## src/rtl/image_pkg.sv

```systemverilog
// Shared image-receive definitions: top-level FSM state codes, rx FSM encoding, default frame size.
// Latency: none (types and constants only).
// Backpressure: none (types and constants only).
package image_pkg;

  // Top-level FSM state codes, shared with the command/state FSM
  localparam logic [7:0] ST_WAIT      = 8'h01;
  localparam logic [7:0] ST_TRANSPORT = 8'h02;
  localparam logic [7:0] ST_DISPLAY   = 8'h03;

  // Default frame geometry
  localparam int IMG_W_DEF = 128;
  localparam int IMG_H_DEF = 128;

  // Receive sequencer states; RX_CHK is only reachable with the checksum build
  typedef enum logic [2:0] {
    RX_IDLE  = 3'd0,
    RX_ARMED = 3'd1,
    RX_HI    = 3'd2,
    RX_LO    = 3'd3,
    RX_CHK   = 3'd4,
    RX_DONE  = 3'd5,
    RX_ERR   = 3'd6
  } rx_state_e;

  // States in which a frame is partially received and the idle timer runs
  function automatic logic rx_is_active(input rx_state_e s);
    return (s == RX_HI) || (s == RX_LO) || (s == RX_CHK);
  endfunction

endpackage

```

## src/rtl/rx_timeout_cnt.sv

```systemverilog
// Inter-byte idle timer: flags expiry after TIMEOUT_CYC consecutive enabled, uncleared clocks.
// Latency: expired is combinational from the count register, high on the TIMEOUT_CYC-th idle clock.
// Backpressure: none; the counter saturates at expiry until cleared.
module rx_timeout_cnt #(
  parameter int TIMEOUT_CYC = 5_000_000
) (
  input  logic clk,
  input  logic rst,
  input  logic clr,
  input  logic en,
  output logic expired
);

  localparam int              CW   = $clog2(TIMEOUT_CYC + 1);
  localparam logic [CW-1:0]   LAST = CW'(TIMEOUT_CYC - 1);

  logic [CW-1:0] cnt_q;
  logic [CW-1:0] cnt_d;

  // Count enabled idle clocks; a clear always wins and a full count holds
  always_comb begin
    cnt_d   = cnt_q;
    expired = en && !clr && (cnt_q == LAST);
    if (clr) begin
      cnt_d = '0;
    end else if (en && !expired) begin
      cnt_d = cnt_q + 1'b1;
    end
  end

  // Count register
  always_ff @(posedge clk) begin
    if (rst) begin
      cnt_q <= '0;
    end else begin
      cnt_q <= cnt_d;
    end
  end

endmodule

```

## src/rtl/image_rx_ctrl.sv

```systemverilog
// Pairs UART bytes into RGB565 pixels and writes them linearly into the frame buffer during TRANSPORT.
// Latency: 1 clock from i_rx_done to o_wr_en; all outputs registered. Macro IMAGE_RX_CHECKSUM_EN adds a trailing sum byte check.
// Backpressure: none; bytes arrive as strobes and each completed pixel is written on the following clock.
module image_rx_ctrl
  import image_pkg::*;
#(
  parameter int IMG_W       = IMG_W_DEF,
  parameter int IMG_H       = IMG_H_DEF,
  parameter int ADDR_W      = 14,
  parameter int TIMEOUT_CYC = 5_000_000
) (
  input  logic              i_clk_sys,
  input  logic              i_rst,
  input  logic [7:0]        i_state,
  input  logic [7:0]        i_data,
  input  logic              i_rx_done,
  output logic              o_image_receiving,
  output logic              o_wr_en,
  output logic [ADDR_W-1:0] o_wr_addr,
  output logic [15:0]       o_wr_data,
  output logic              o_frame_done,
  output logic              o_err_timeout,
  output logic              o_err_chk
);

  localparam int                NPIX     = IMG_W * IMG_H;
  localparam logic [ADDR_W-1:0] LAST_PIX = ADDR_W'(NPIX - 1);

  rx_state_e         state_q, state_d;
  logic              recv_q, recv_d;
  logic              wr_en_q, wr_en_d;
  logic [ADDR_W-1:0] wr_addr_q, wr_addr_d;
  logic [15:0]       wr_data_q, wr_data_d;
  logic              frame_done_q, frame_done_d;
  logic              err_tmo_q, err_tmo_d;
  logic [7:0]        hi_q, hi_d;
  logic [ADDR_W-1:0] pix_q, pix_d;
`ifdef IMAGE_RX_CHECKSUM_EN
  logic [7:0]        sum_q, sum_d;
  logic              err_chk_q, err_chk_d;
`endif

  logic abort;
  logic last_pix;
  logic tmo_en;
  logic tmo_clr;
  logic tmo_expired;

  // Leaving TRANSPORT cancels any frame in progress, whatever else happens this cycle
  assign abort    = (state_q != RX_IDLE) && (i_state != ST_TRANSPORT);
  assign last_pix = (pix_q == LAST_PIX);
  assign tmo_en   = rx_is_active(state_q);
  assign tmo_clr  = i_rx_done || !tmo_en;

  rx_timeout_cnt #(
    .TIMEOUT_CYC (TIMEOUT_CYC)
  ) u_timeout (
    .clk     (i_clk_sys),
    .rst     (i_rst),
    .clr     (tmo_clr),
    .en      (tmo_en),
    .expired (tmo_expired)
  );

  // State register
  always_ff @(posedge i_clk_sys) begin
    if (i_rst) begin
      state_q <= RX_IDLE;
    end else begin
      state_q <= state_d;
    end
  end

  // Next-state logic: abort first, then timeout, then byte arrival
  always_comb begin
    state_d = state_q;
    if (abort) begin
      state_d = RX_IDLE;
    end else begin
      case (state_q)
        RX_IDLE:  if (i_state == ST_TRANSPORT) state_d = RX_ARMED;
        RX_ARMED: if (i_rx_done) state_d = RX_LO;
        RX_HI: begin
          if (tmo_expired)    state_d = RX_ERR;
          else if (i_rx_done) state_d = RX_LO;
        end
        RX_LO: begin
          if (tmo_expired) begin
            state_d = RX_ERR;
          end else if (i_rx_done) begin
`ifdef IMAGE_RX_CHECKSUM_EN
            state_d = last_pix ? RX_CHK : RX_HI;
`else
            state_d = last_pix ? RX_DONE : RX_HI;
`endif
          end
        end
`ifdef IMAGE_RX_CHECKSUM_EN
        RX_CHK: begin
          if (tmo_expired)    state_d = RX_ERR;
          else if (i_rx_done) state_d = RX_DONE;
        end
`endif
        default: state_d = state_q;
      endcase
    end
  end

  // Output and datapath next values; address/data hold between writes
  always_comb begin
    wr_en_d      = 1'b0;
    wr_addr_d    = wr_addr_q;
    wr_data_d    = wr_data_q;
    frame_done_d = 1'b0;
    err_tmo_d    = 1'b0;
    hi_d         = hi_q;
    pix_d        = pix_q;
`ifdef IMAGE_RX_CHECKSUM_EN
    sum_d        = sum_q;
    err_chk_d    = 1'b0;
`endif
    if (state_q == RX_IDLE) begin
      if (i_state == ST_TRANSPORT) begin
        pix_d = '0;
`ifdef IMAGE_RX_CHECKSUM_EN
        sum_d = '0;
`endif
      end
    end else if (!abort) begin
      case (state_q)
        RX_ARMED, RX_HI: begin
          if (state_q == RX_HI && tmo_expired) begin
            err_tmo_d = 1'b1;
          end else if (i_rx_done) begin
            hi_d = i_data;
`ifdef IMAGE_RX_CHECKSUM_EN
            sum_d = sum_q + i_data;
`endif
          end
        end
        RX_LO: begin
          if (tmo_expired) begin
            err_tmo_d = 1'b1;
          end else if (i_rx_done) begin
            wr_en_d   = 1'b1;
            wr_addr_d = pix_q;
            wr_data_d = {hi_q, i_data};
`ifdef IMAGE_RX_CHECKSUM_EN
            sum_d = sum_q + i_data;
`endif
            if (last_pix) begin
`ifndef IMAGE_RX_CHECKSUM_EN
              frame_done_d = 1'b1;
`endif
            end else begin
              pix_d = pix_q + 1'b1;
            end
          end
        end
`ifdef IMAGE_RX_CHECKSUM_EN
        RX_CHK: begin
          if (tmo_expired) begin
            err_tmo_d = 1'b1;
          end else if (i_rx_done) begin
            if (i_data == sum_q) frame_done_d = 1'b1;
            else                 err_chk_d    = 1'b1;
          end
        end
`endif
        default: ;
      endcase
    end
    recv_d = rx_is_active(state_d);
  end

  // Registered outputs and datapath
  always_ff @(posedge i_clk_sys) begin
    if (i_rst) begin
      recv_q       <= 1'b0;
      wr_en_q      <= 1'b0;
      wr_addr_q    <= '0;
      wr_data_q    <= '0;
      frame_done_q <= 1'b0;
      err_tmo_q    <= 1'b0;
      hi_q         <= '0;
      pix_q        <= '0;
`ifdef IMAGE_RX_CHECKSUM_EN
      sum_q        <= '0;
      err_chk_q    <= 1'b0;
`endif
    end else begin
      recv_q       <= recv_d;
      wr_en_q      <= wr_en_d;
      wr_addr_q    <= wr_addr_d;
      wr_data_q    <= wr_data_d;
      frame_done_q <= frame_done_d;
      err_tmo_q    <= err_tmo_d;
      hi_q         <= hi_d;
      pix_q        <= pix_d;
`ifdef IMAGE_RX_CHECKSUM_EN
      sum_q        <= sum_d;
      err_chk_q    <= err_chk_d;
`endif
    end
  end

  assign o_image_receiving = recv_q;
  assign o_wr_en           = wr_en_q;
  assign o_wr_addr         = wr_addr_q;
  assign o_wr_data         = wr_data_q;
  assign o_frame_done      = frame_done_q;
  assign o_err_timeout     = err_tmo_q;
`ifdef IMAGE_RX_CHECKSUM_EN
  assign o_err_chk         = err_chk_q;
`else
  assign o_err_chk         = 1'b0;
`endif

endmodule
```

## config.mk

```make
export PLATFORM = sky130hd
export DESIGN_NAME = image_rx_ctrl
export DESIGN_NICKNAME = d
export VERILOG_FILES = /design/src/rtl/image_pkg.sv /design/src/rtl/rx_timeout_cnt.sv /design/src/rtl/image_rx_ctrl.sv
export SDC_FILE = /design/constraint.sdc
export NUM_CORES = 1
export LEC_CHECK = 0
export ABC_AREA = 1
export BUFFER_PORTS_ARGS = -buffer_cell sky130_fd_sc_hd__buf_2
export CAP_MARGIN = 25
export CORE_ASPECT_RATIO = 0.6
export CORE_MARGIN = 3
export CORE_UTILIZATION = 57
export CTS_CLUSTER_DIAMETER = 40
export CTS_CLUSTER_SIZE = 16
export DETAILED_ROUTE_END_ITERATION = 8
export PLACE_DENSITY = 0.84
export SETUP_SLACK_MARGIN = 0.02
export SYNTH_ARGS = -nofsm -noshare
export SYNTH_HDL_FRONTEND = slang
export SYNTH_SLANG_ARGS = --single-unit
```

## constraint.sdc

```tcl
create_clock -name i_clk_sys -period 2.4 [get_ports i_clk_sys]
set_clock_uncertainty 0.05 [all_clocks]
set_input_delay 0.48 -clock i_clk_sys [delete_from_list [all_inputs] [get_ports i_clk_sys]]
set_output_delay 0.48 -clock i_clk_sys [all_outputs]
set_load 0.1 [all_outputs]
```

==> summary.txt, run 1 <==
DR pass1 iterations = 6
Sequential share of the synthesized area = 0.416
Syn Nets = 595
Critical Path RT = 2.60 ns
Cell Area, Synth = 3950 um^2
Cell family with the largest share of critical-path delay = simple AND/OR/NAND/NOR gates
Synth top area cells = dfxtp_1 42%, nand2_1 9.9%, a21oi_1 9.0%
Warnings, synthesis = 0
Area growth, synth to finish = 16.6%
DR vias = 3,889
Area fraction of the dominant cell type after synthesis = 0.416
Per-cell routed wire length = 13.8 um
Slowest Stage Delay on Critical Path = 0.39 ns
Predominant post-synthesis flop cell = dfxtp_1
# clock sinks = 82
Drt initial violations = 424
Final hold vios = 0
Num CTS Buffers = 9
GRT Residual Overflow = 0
Post_cts resized = 0
Largest net degree at the start of global routing = 29
Critical path startpoint category = flop
Antenna viol nets, final = 0
Unrepaired setup endpoints after global routing = false
PwrDens = 606 nW/um^2
Yosys top cell by area = dfxtp_1
Syn Inst Count = 574
CP Data Arrival Time = 2.35 ns
Final net count = 652
Initial antenna violation count = 0
Unique masters post-synth = 38
Vias in the first global route = 3,473
Post-CTS setup buffer count = 0
Total power = 2790 uW
Die Area = 8000 um^2
Final Slew Violations = 0
Critical path class = flop to flop
Bufs and invs on worst path = 1
Clock tree buffer depth = 2
Ratio of cells with drive above 1 in the final layout = 0.145
DR DRC count = 0
Least-Margin Pin Slew = 0.588 ns
Gr usage total = 0.262
Wirelength, routed = 9.91 mm
Ys async rst share = 0
Hold-fix buffers at CTS = 0
VDD IR max = 0.495 mV
Die Y = 70.5 um
First-pass GRT wire length = 16.8 mm
Die W = 113 um
Final period util = 0.898
Critical path's slowest cell = dfxtp_1
Ordered cell list for the critical path = ha_1 > inv_1 > nor2_1 > nand3_1 > nor2_1 > nand2_2 > nand2_2 > nor2_2 > nand2_1 > o21ai_1 > a21oi_1
Avg Vias per Cell = 5.42
Lkg Pwr = 0.00180 uW
Total negative slack = 0 ns
Final setup fails = 0
H-Tree Depth = 3
Post-synth EDFFs = 0
FP Rows = 22
Port Buf Inserts = 52
Root Buffer = clkbuf_16
Endpoint type of the worst setup path = flop
Core area = 6410 um^2
#FFs+latches synth = 82
IO Pins = 54
Max Cap Viol = 0
Crit path max fanout = 16
Synth cell count leaders = 104 x nand2_1, 88 x inv_1, 82 x dfxtp_1, 71 x a21oi_1, 60 x nor2_1
N_diodes = 0
F_max = 464 MHz
Initial Util = 0.616
R2R Setup Slk = 0.25 ns
Min Tclk post-route = 2.15 ns
Number of cells after detailed placement = 704
Worst slew margin = 0.608
Final cell count without fillers = 718
Avg Cell Area, Syn = 6.88 um^2
Clock slew at reported path FFs = 0.06 ns
Worst hold path class = flop to flop
TritonCTS clock tree = yes
Worst-skew pair later-pin latency = 0.33 ns
Status = finished clean
RePlAce Congestion = 1.05
DP HPWL = 7.63 mm
Count leader, synth = nand2_1
sequential cells by signal (all words and copies together) (netlist names):
name and count:
o_wr_data 16, o_wr_en 1, hi_q 8, pix_q 14, o_image_receiving 1, o_frame_done 1, o_wr_addr 14, o_err_timeout 1
u_timeout.cnt_q 23, state_q 3
layout by cell type (no fill, tap or decap), drive strengths merged:
| master | instances |
|---|---|
| nand2 | 110 |
| inv | 90 |
| dfxtp | 82 |
| a21oi | 71 |
| nor2 | 64 |
| buf | 63 |
| o21ai | 50 |
| nand3 | 25 |
| nor3 | 19 |
| nand4 | 14 |
| xor2 | 13 |
| clkbuf | 12 |
| xnor2 | 3 |
| or2 | 2 |
| a211oi | 2 |
| nor4 | 2 |
| ha | 2 |
| nand3b | 1 |
| o22ai | 1 |
| nor3b | 1 |
| clkinv | 1 |
| o21bai | 1 |
| and2 | 1 |
| nand2b | 1 |
| conb | 1 |
| clkinvlp | 1 |
| bufinv | 1 |
through the flow:
step | hold WS, ns | worst slack (ns) | cell area [um^2] | util
global route | 0.389 | 0.0649 | 4600 | 0.718
floorplan | 0.370 | 0.680 | 3950 | -
CTS | 0.384 | 0.302 | 4600 | 0.718
finish | 0.386 | 0.246 | 4600 | 0.718
global placement | 0.376 | 0.376 | 4310 | 0.672
detailed placement | 0.382 | 0.317 | 4310 | 0.672
worst min-delay path, delay by kind of cell (launching register included):
family	cells	cell delay, ns
compound gates	1	0.04
buf+inv	1	0.04
flops	1	0.30
routing by layer:
metal,part of all wire,wire (um),up-vias,GRT usage
met5,0,0,-,0
met4,0.0097,96,0,0.0560
met3,0.12,1140,12,0.0883
met2,0.37,3700,177,0.337
met1,0.50,4970,1742,0.411
li1,-,-,1958,-
where the power goes:
group / switching, uW / internal, uW / total, uW
Sequential: 0.693 / 1360 / 1360
Clock: 504 / 851 / 1360
Combinational: 47.4 / 24.3 / 71.7
worst paths after layout:
| kind | from | to | depth (start not counted) |
|---|---|---|---|
| setup / recovery | u_timeout.cnt_q[0]$_SDFFE_PP0P_ | u_timeout.cnt_q[10]$_SDFFE_PP0P_ | 11 |
| hold / removal | o_wr_addr[6]$_SDFFE_PP0P_ | o_wr_addr[6]$_SDFFE_PP0P_ | 2 |
| setup reg to reg | u_timeout.cnt_q[0]$_SDFFE_PP0P_ | u_timeout.cnt_q[10]$_SDFFE_PP0P_ | 11 |
| hold reg to reg | o_wr_addr[6]$_SDFFE_PP0P_ | o_wr_addr[6]$_SDFFE_PP0P_ | 2 |
logic make-up after synthesis:
family	after synthesis	share of synthesized area
simple gates	240	0.270
compound gates	125	0.162
buf+inv	108	0.111
flops	82	0.416
xor+xnor	16	0.0355
fa+ha+maj	2	0.00633
other cells	1	0.000949
layout make-up:
class                           count  area (um^2)
Sequential cell                    82         1640
Multi-Input combinational cell    384         1880
Clock buffer                       12          256
Inverter                           91          344
Timing Repair Buffer               63          343
Tap cell                           84          105
Fill cell                         515         1810
Clock inverter                      2         37.5
Note: power is estimated with default switching activity, not from simulation.
==> run 2: changes to the inputs <==
- ABC_AREA: 1 -> default
- CORE_UTILIZATION: 57 -> 56
==> run 2 against run 1 <==
- first-iteration DRC count fell by 32%
- sequential share of layout area rose by 4.4 points
- total power is 15% lower
- area after synthesis fell by 12%
- synthesized cell count fell by 24%
- worst hold slack got worse by 0.054 ns
- sequential power barely moved
- die area shrank 9.3%
- critical path depth shrank 6
- critical endpoint unchanged
- largest cell class unchanged
- highest routed layer unchanged
==> summary.txt, run 2 <==
Status = finished clean
Cell Area, Synth = 3490 um^2
Per-cell routed wire length = 14.5 um
Final net count = 513
Sequential share of power = 0.573
DR DRC count = 0
Ratio of cells with drive above 1 in the final layout = 0.190
Most frequent cells in the layout = 81 x nand2_1, 81 x dfxtp_1, 64 x a21oi_1
Root Buffer = clkbuf_8
Predominant post-synthesis flop cell = dfxtp_1
RePlAce Congestion = 0.893
Worst hold path class = primary input to flop
Pre-CTS setup slack = -0.000466 ns
Avg Cell Area, Syn = 8.01 um^2
Vias in the first global route = 2,854
Largest family of logic cells by synthesized area = simple AND/OR/NAND/NOR gates
Die Area = 7250 um^2
CP Data Arrival Time = 2.46 ns
GRT Residual Overflow = 0
VDD IR max = 0.351 mV
Ordered cell list for the critical path = or3b_4 > a21o_1 > or4_1 > or3_1 > a21oi_1
DP HPWL = 6.09 mm
Slowest Stage Delay on Critical Path = 0.54 ns
Unrepaired setup endpoints after global routing = false
Least-Margin Pin Slew = 0.594 ns
Sequential share of the synthesized area = 0.470
Die Y = 67.2 um
Max FFs per register = 23
FP Rows = 21
Met3 Wirelength = 828 um
Final setup fails = 0
Core area = 5810 um^2
Critical path startpoint category = flop
Reg with most FFs = u_timeout.cnt_q
Net Sw Power = 498 uW
Lkg Pwr = 0.00149 uW
Clock slew at reported path FFs = 0.08 ns
Warnings, synthesis = 0
Post-synthesis compound-gate area fraction = 0.153
Initial antenna violation count = 0
Wirelength, routed = 8.36 mm
Final worst setup slack = 0.167 ns
Min Tclk post-route = 2.23 ns
Unique masters post-synth = 41
Port Buf Inserts = 52
Multiplexer share of the synthesized area = 0.0229
Met2 WL post-DR = 3.45 mm
Critical path's slowest cell = or4_1
Endpoint type of the worst setup path = flop
Synth top area cells = dfxtp_1 47%, a21oi_1 9.2%, nand2_1 8.7%
Count leader, synth = dfxtp_1
Synth Area in Adders = 0.00716
Num CTS Buffers = 9
Clock tree buffer depth = 2
Synth cell count leaders = 82 x dfxtp_1, 81 x nand2_1, 64 x a21oi_1, 28 x nor2_1, 22 x or3_1
Sw Ratio = 0.210
Drt initial violations = 287
Area fraction of the dominant cell type after synthesis = 0.470
Cell family with the largest share of critical-path delay = simple AND/OR/NAND/NOR gates
Die W = 108 um
Antenna viol nets, final = 0
DP Area = 3900 um^2
Critical path class = flop to flop
Bufs and invs on worst path = 0
PwrDens = 579 nW/um^2
#FFs+latches synth = 82
Gate power share = 0.022
XOR/XNOR Fraction of Synth Area = 0.0226
Final hold vios = 0
Ys async rst share = 0
Largest net degree at the start of global routing = 32
N_diodes = 0
Avg Vias per Cell = 5.71
Simple logic cell fraction of the synthesized area = 0.283
Max Cap Viol = 0
Gr usage total = 0.239
DR pass1 iterations = 6
Worst-skew pair later-pin latency = 0.34 ns
Post-CTS setup buffer count = 0
First-pass GRT wire length = 13.6 mm
Syn Inst Count = 436
Critical Path RT = 2.63 ns
Initial Util = 0.602
Clock network power share = 0.405
Final period util = 0.930
Top Layer Used = met4
Post-route cell area = 4100 um^2
Yosys top cell by area = dfxtp_1
M1 wire length = 4.06 mm
Worst slew margin = 0.604
DR vias = 3,289
IO Pins = 54
# clock sinks = 82
Post-synth EDFFs = 0
H-Tree Depth = 3
Crit path max fanout = 7
Area growth, synth to finish = 17.3%
F_max = 448 MHz
Final Slew Violations = 0
Int Power = 1880 uW
TritonCTS clock tree = yes
Syn Nets = 457
[run 2: cell count changes after synthesis, sizes merged, moves of 5 or more]
| cell | delta |
|---|---|
| nand2 | -29 |
| o31ai | +5 |
| inv | -84 |
| clkbuf | +7 |
| o21ai | -31 |
| or3 | +22 |
| xor2 | -11 |
| mux2i | +8 |
| or4 | +9 |
| a21oi | -7 |
| nand3 | -11 |
| nand4 | -6 |
| nor2 | -36 |
[run 2: per-layer routing]
metal  global-route usage  up-vias
met4               0.0646        0
met5                    0        -
met2                0.344      143
met1                0.353     1502
met3               0.0659        4
li1                     -     1640
[run 2: kinds of logic after synthesis]
logic type      count (synthesis)
compound gates                 98
simple gates                  203
buf+inv                        33
xor+xnor                        9
mux                             8
flops                          82
fa+ha+maj                       2
other cells                     1
[run 2: repair_timing]
| action | 4_1_cts | 5_1_grt |
|---|---|---|
| hold buffers | 0 | 0 |
| setup endpoints to repair | 0 | 9 |
| resized for setup | 0 | 3 |
[run 2: worst register-to-register path, cell delays in order, from the launching register on]
cell and delay, ns:
dfxtp_1 0.38, or3b_4 0.47, a21o_1 0.26, or4_1 0.54
or3_1 0.32, a21oi_1 0.14
[run 2: final timing paths]
| path | start | to | slack, ns | cells after the start |
|---|---|---|---|---|
| hold reg to reg | o_wr_addr[11]$_SDFFE_PP0P_ | o_wr_addr[11]$_SDFFE_PP0P_ | 0.41 | 2 |
| hold / removal | i_data[5] | o_wr_data[5]$_SDFFE_PP0P_ | 0.33 | 3 |
| setup reg to reg | state_q[1]$_SDFF_PP0_ | u_timeout.cnt_q[10]$_SDFFE_PP0P_ | 0.17 | 5 |
| setup / recovery | state_q[1]$_SDFF_PP0_ | u_timeout.cnt_q[10]$_SDFFE_PP0P_ | 0.17 | 5 |
[run 2: power groups by stage]
| stage | logic (uW) | registers, uW | clock network [uW] |
|---|---|---|---|
| after floorplan | 28.3 | 1390 | 0 |
| after global placement | 51.6 | 1390 | 0 |
| after detailed placement | 51.3 | 1390 | 0 |
| after CTS | 51.6 | 1360 | 977 |
| after global routing | 56.6 | 1360 | 1040 |
| final | 52.7 | 1360 | 962 |
[run 2: metrics by stage]
| stage | hold WS [ns] | cells | setup TNS (ns) | util | power (uW) |
|---|---|---|---|---|---|
| 6_report | 0.332 | 576 | 0 | 0.706 | 2370 |
| 3_3_place_gp | 0.390 | 561 | 0 | 0.672 | 1440 |
| 3_5_place_dp | 0.395 | 561 | -0.000466 | 0.672 | 1440 |
| 5_1_grt | 0.316 | 576 | 0 | 0.706 | 2460 |
| 4_1_cts | 0.323 | 576 | 0 | 0.705 | 2390 |
| 2_1_floorplan | 0.382 | 436 | 0 | - | 1420 |
[run 2: cell type report]
class / count / area (um^2)
inverter: 6 / 22.5
tap: 80 / 100
fill: 446 / 1710
sequential: 82 / 1640
multi-input combinational: 321 / 1720
clock buffer: 10 / 138
clock inverter: 5 / 55.1
timing repair buffer: 72 / 423
==> run 3: changes to the inputs <==
- SETUP_SLACK_MARGIN: 0.02 -> 0.3
==> run 3 against run 2 <==
- total power shrank 3.4%
- count of clock-buffer cells in the layout grew 1
- final area grew 0.15%
- combinational power grew 0.9%
- fmax grew 8.0%
- utilization grew 0.11 points
- wire length grew 2.9%
- critical path type unchanged
- largest cell class unchanged
==> summary.txt, run 3 (synthesis results as in run 2) <==
Most frequent cells in the layout = 81 x nand2_1, 80 x dfxtp_1, 64 x a21oi_1
Reg with most FFs = u_timeout.cnt_q
Drt initial violations = 362
H-Tree Depth = 3
Num CTS Buffers = 9
Leading cell type in the layout, fill and taps excluded = nand2_1
Vias in the first global route = 2,889
Antenna viol nets, final = 0
Final period util = 0.861
Die Area = 7250 um^2
N_diodes = 0
Critical Path RT = 2.59 ns
Core area = 5810 um^2
Critical path class = flop to flop
Least-Margin Pin Slew = 0.624 ns
Final core utilization = 0.707
Die W = 108 um
Final setup fails = 0
Final worst setup slack = 0.333 ns
DR pass1 iterations = 5
# clock sinks = 82
Footprint of the multi-input gates = 1770 um^2
Port Buf Inserts = 52
DR vias = 3,291
Min Hold Slack = 0.324 ns
Ratio of cells with drive above 1 in the final layout = 0.197
FP Rows = 21
Avg Vias per Cell = 5.75
Max FFs per register = 23
Final hold vios = 0
Crit path max fanout = 8
F_max = 484 MHz
First-pass GRT wire length = 13.9 mm
Worst slew margin = 0.584
Pre-CTS setup slack = 0.0431 ns
Endpoint type of the worst setup path = flop
Lkg Pwr = 0.00148 uW
Max Cap Viol = 0
Storage cell area = 1650 um^2
TritonCTS clock tree = yes
Final net count = 508
Initial Util = 0.602
Min Tclk post-route = 2.07 ns
Wirelength, routed = 8.60 mm
Area growth, synth to finish = 17.5%
Clock slew at reported path FFs = 0.08 ns
Initial antenna violation count = 0
Root Buffer = clkbuf_8
IO Pins = 54
GRT Residual Overflow = 0
CP Data Arrival Time = 2.26 ns
Critical path startpoint category = flop
Largest net degree at the start of global routing = 32
Clock tree buffer depth = 2
VDD IR max = 0.340 mV
Final Slew Violations = 0
Gr usage total = 0.244
Unrepaired setup endpoints after global routing = true
Worst-skew pair later-pin latency = 0.35 ns
Number of fill cells in the layout = 487
Die Y = 67.2 um
Worst hold path class = primary input to flop
Status = finished clean
RePlAce Congestion = 0.864
Per-cell routed wire length = 15.0 um
R2R Setup Slk = 0.33 ns
DP HPWL = 6.13 mm
Total negative slack = 0 ns
PwrDens = 559 nW/um^2
DR DRC count = 0
==> run 3: cell count changes in the layout (fill, tap and decap cells not counted), sizes merged <==
cell | previous run | this run
bufinv | 1 | 0
buf | 72 | 67
clkinv | 2 | 3
clkbuf | 10 | 11
==> run 3: cell type report <==
class                           instances  share of cell area
Tap cell                               80              0.0244
Inverter                                6             0.00549
Clock buffer                           11              0.0345
Multi-Input combinational cell        321               0.430
Clock inverter                          5             0.00732
Timing Repair Buffer                   67              0.0970
Sequential cell                        82               0.401
==> run 3: layer usage <==
layer	global-route usage	up-vias	wire, um
met3	0.0669	14	700
met4	0.0614	0	92
met5	0	-	0
met1	0.361	1513	4220
met2	0.352	136	3590
li1	-	1628	-
==> run 3: timing repair <==
item                                    CTS  global route
endpoints found under the hold margin     0             0
buffers inserted                          0             1
hold buffers                              0             0
endpoints found under the setup margin   29            21
resized for setup                         6             6
pin swaps                                 0             5
==> run 3: through the flow <==
| step | instance area [um^2] | total power [uW] | cells |
|---|---|---|---|
| after floorplan | 3510 | 1420 | 436 |
| after global placement | 3880 | 1440 | 555 |
| after detailed placement | 3880 | 1440 | 555 |
| after CTS | 4070 | 2300 | 571 |
| after global routing | 4100 | 2380 | 572 |
| final | 4100 | 2290 | 572 |
==> run 3: power by group <==
group / total, uW / switching (uW) / internal [uW]
combinational: 53.2 / 36.2 / 17.0
sequential: 1360 / 0.0615 / 1360
clock: 882 / 483 / 399
==> run 3: worst paths after layout <==
check,from,to,depth (start not counted)
min,i_data[4],o_wr_data[4]$_SDFFE_PP0P_,3
min reg2reg,hi_q[2]$_SDFFE_PP0P_,o_wr_data[10]$_SDFFE_PP0P_,2
max reg2reg,state_q[2]$_SDFF_PP0_,u_timeout.cnt_q[2]$_SDFFE_PP0P_,6
max,state_q[2]$_SDFF_PP0_,u_timeout.cnt_q[2]$_SDFFE_PP0P_,6
==> run 3: worst max-delay path: stages, from the launching register on <==
cell     delay [ns]
dfxtp_4        0.39
or3b_4         0.43
a21o_1         0.19
buf_4          0.15
or3_4          0.39
and3_1         0.20
o21a_1         0.17
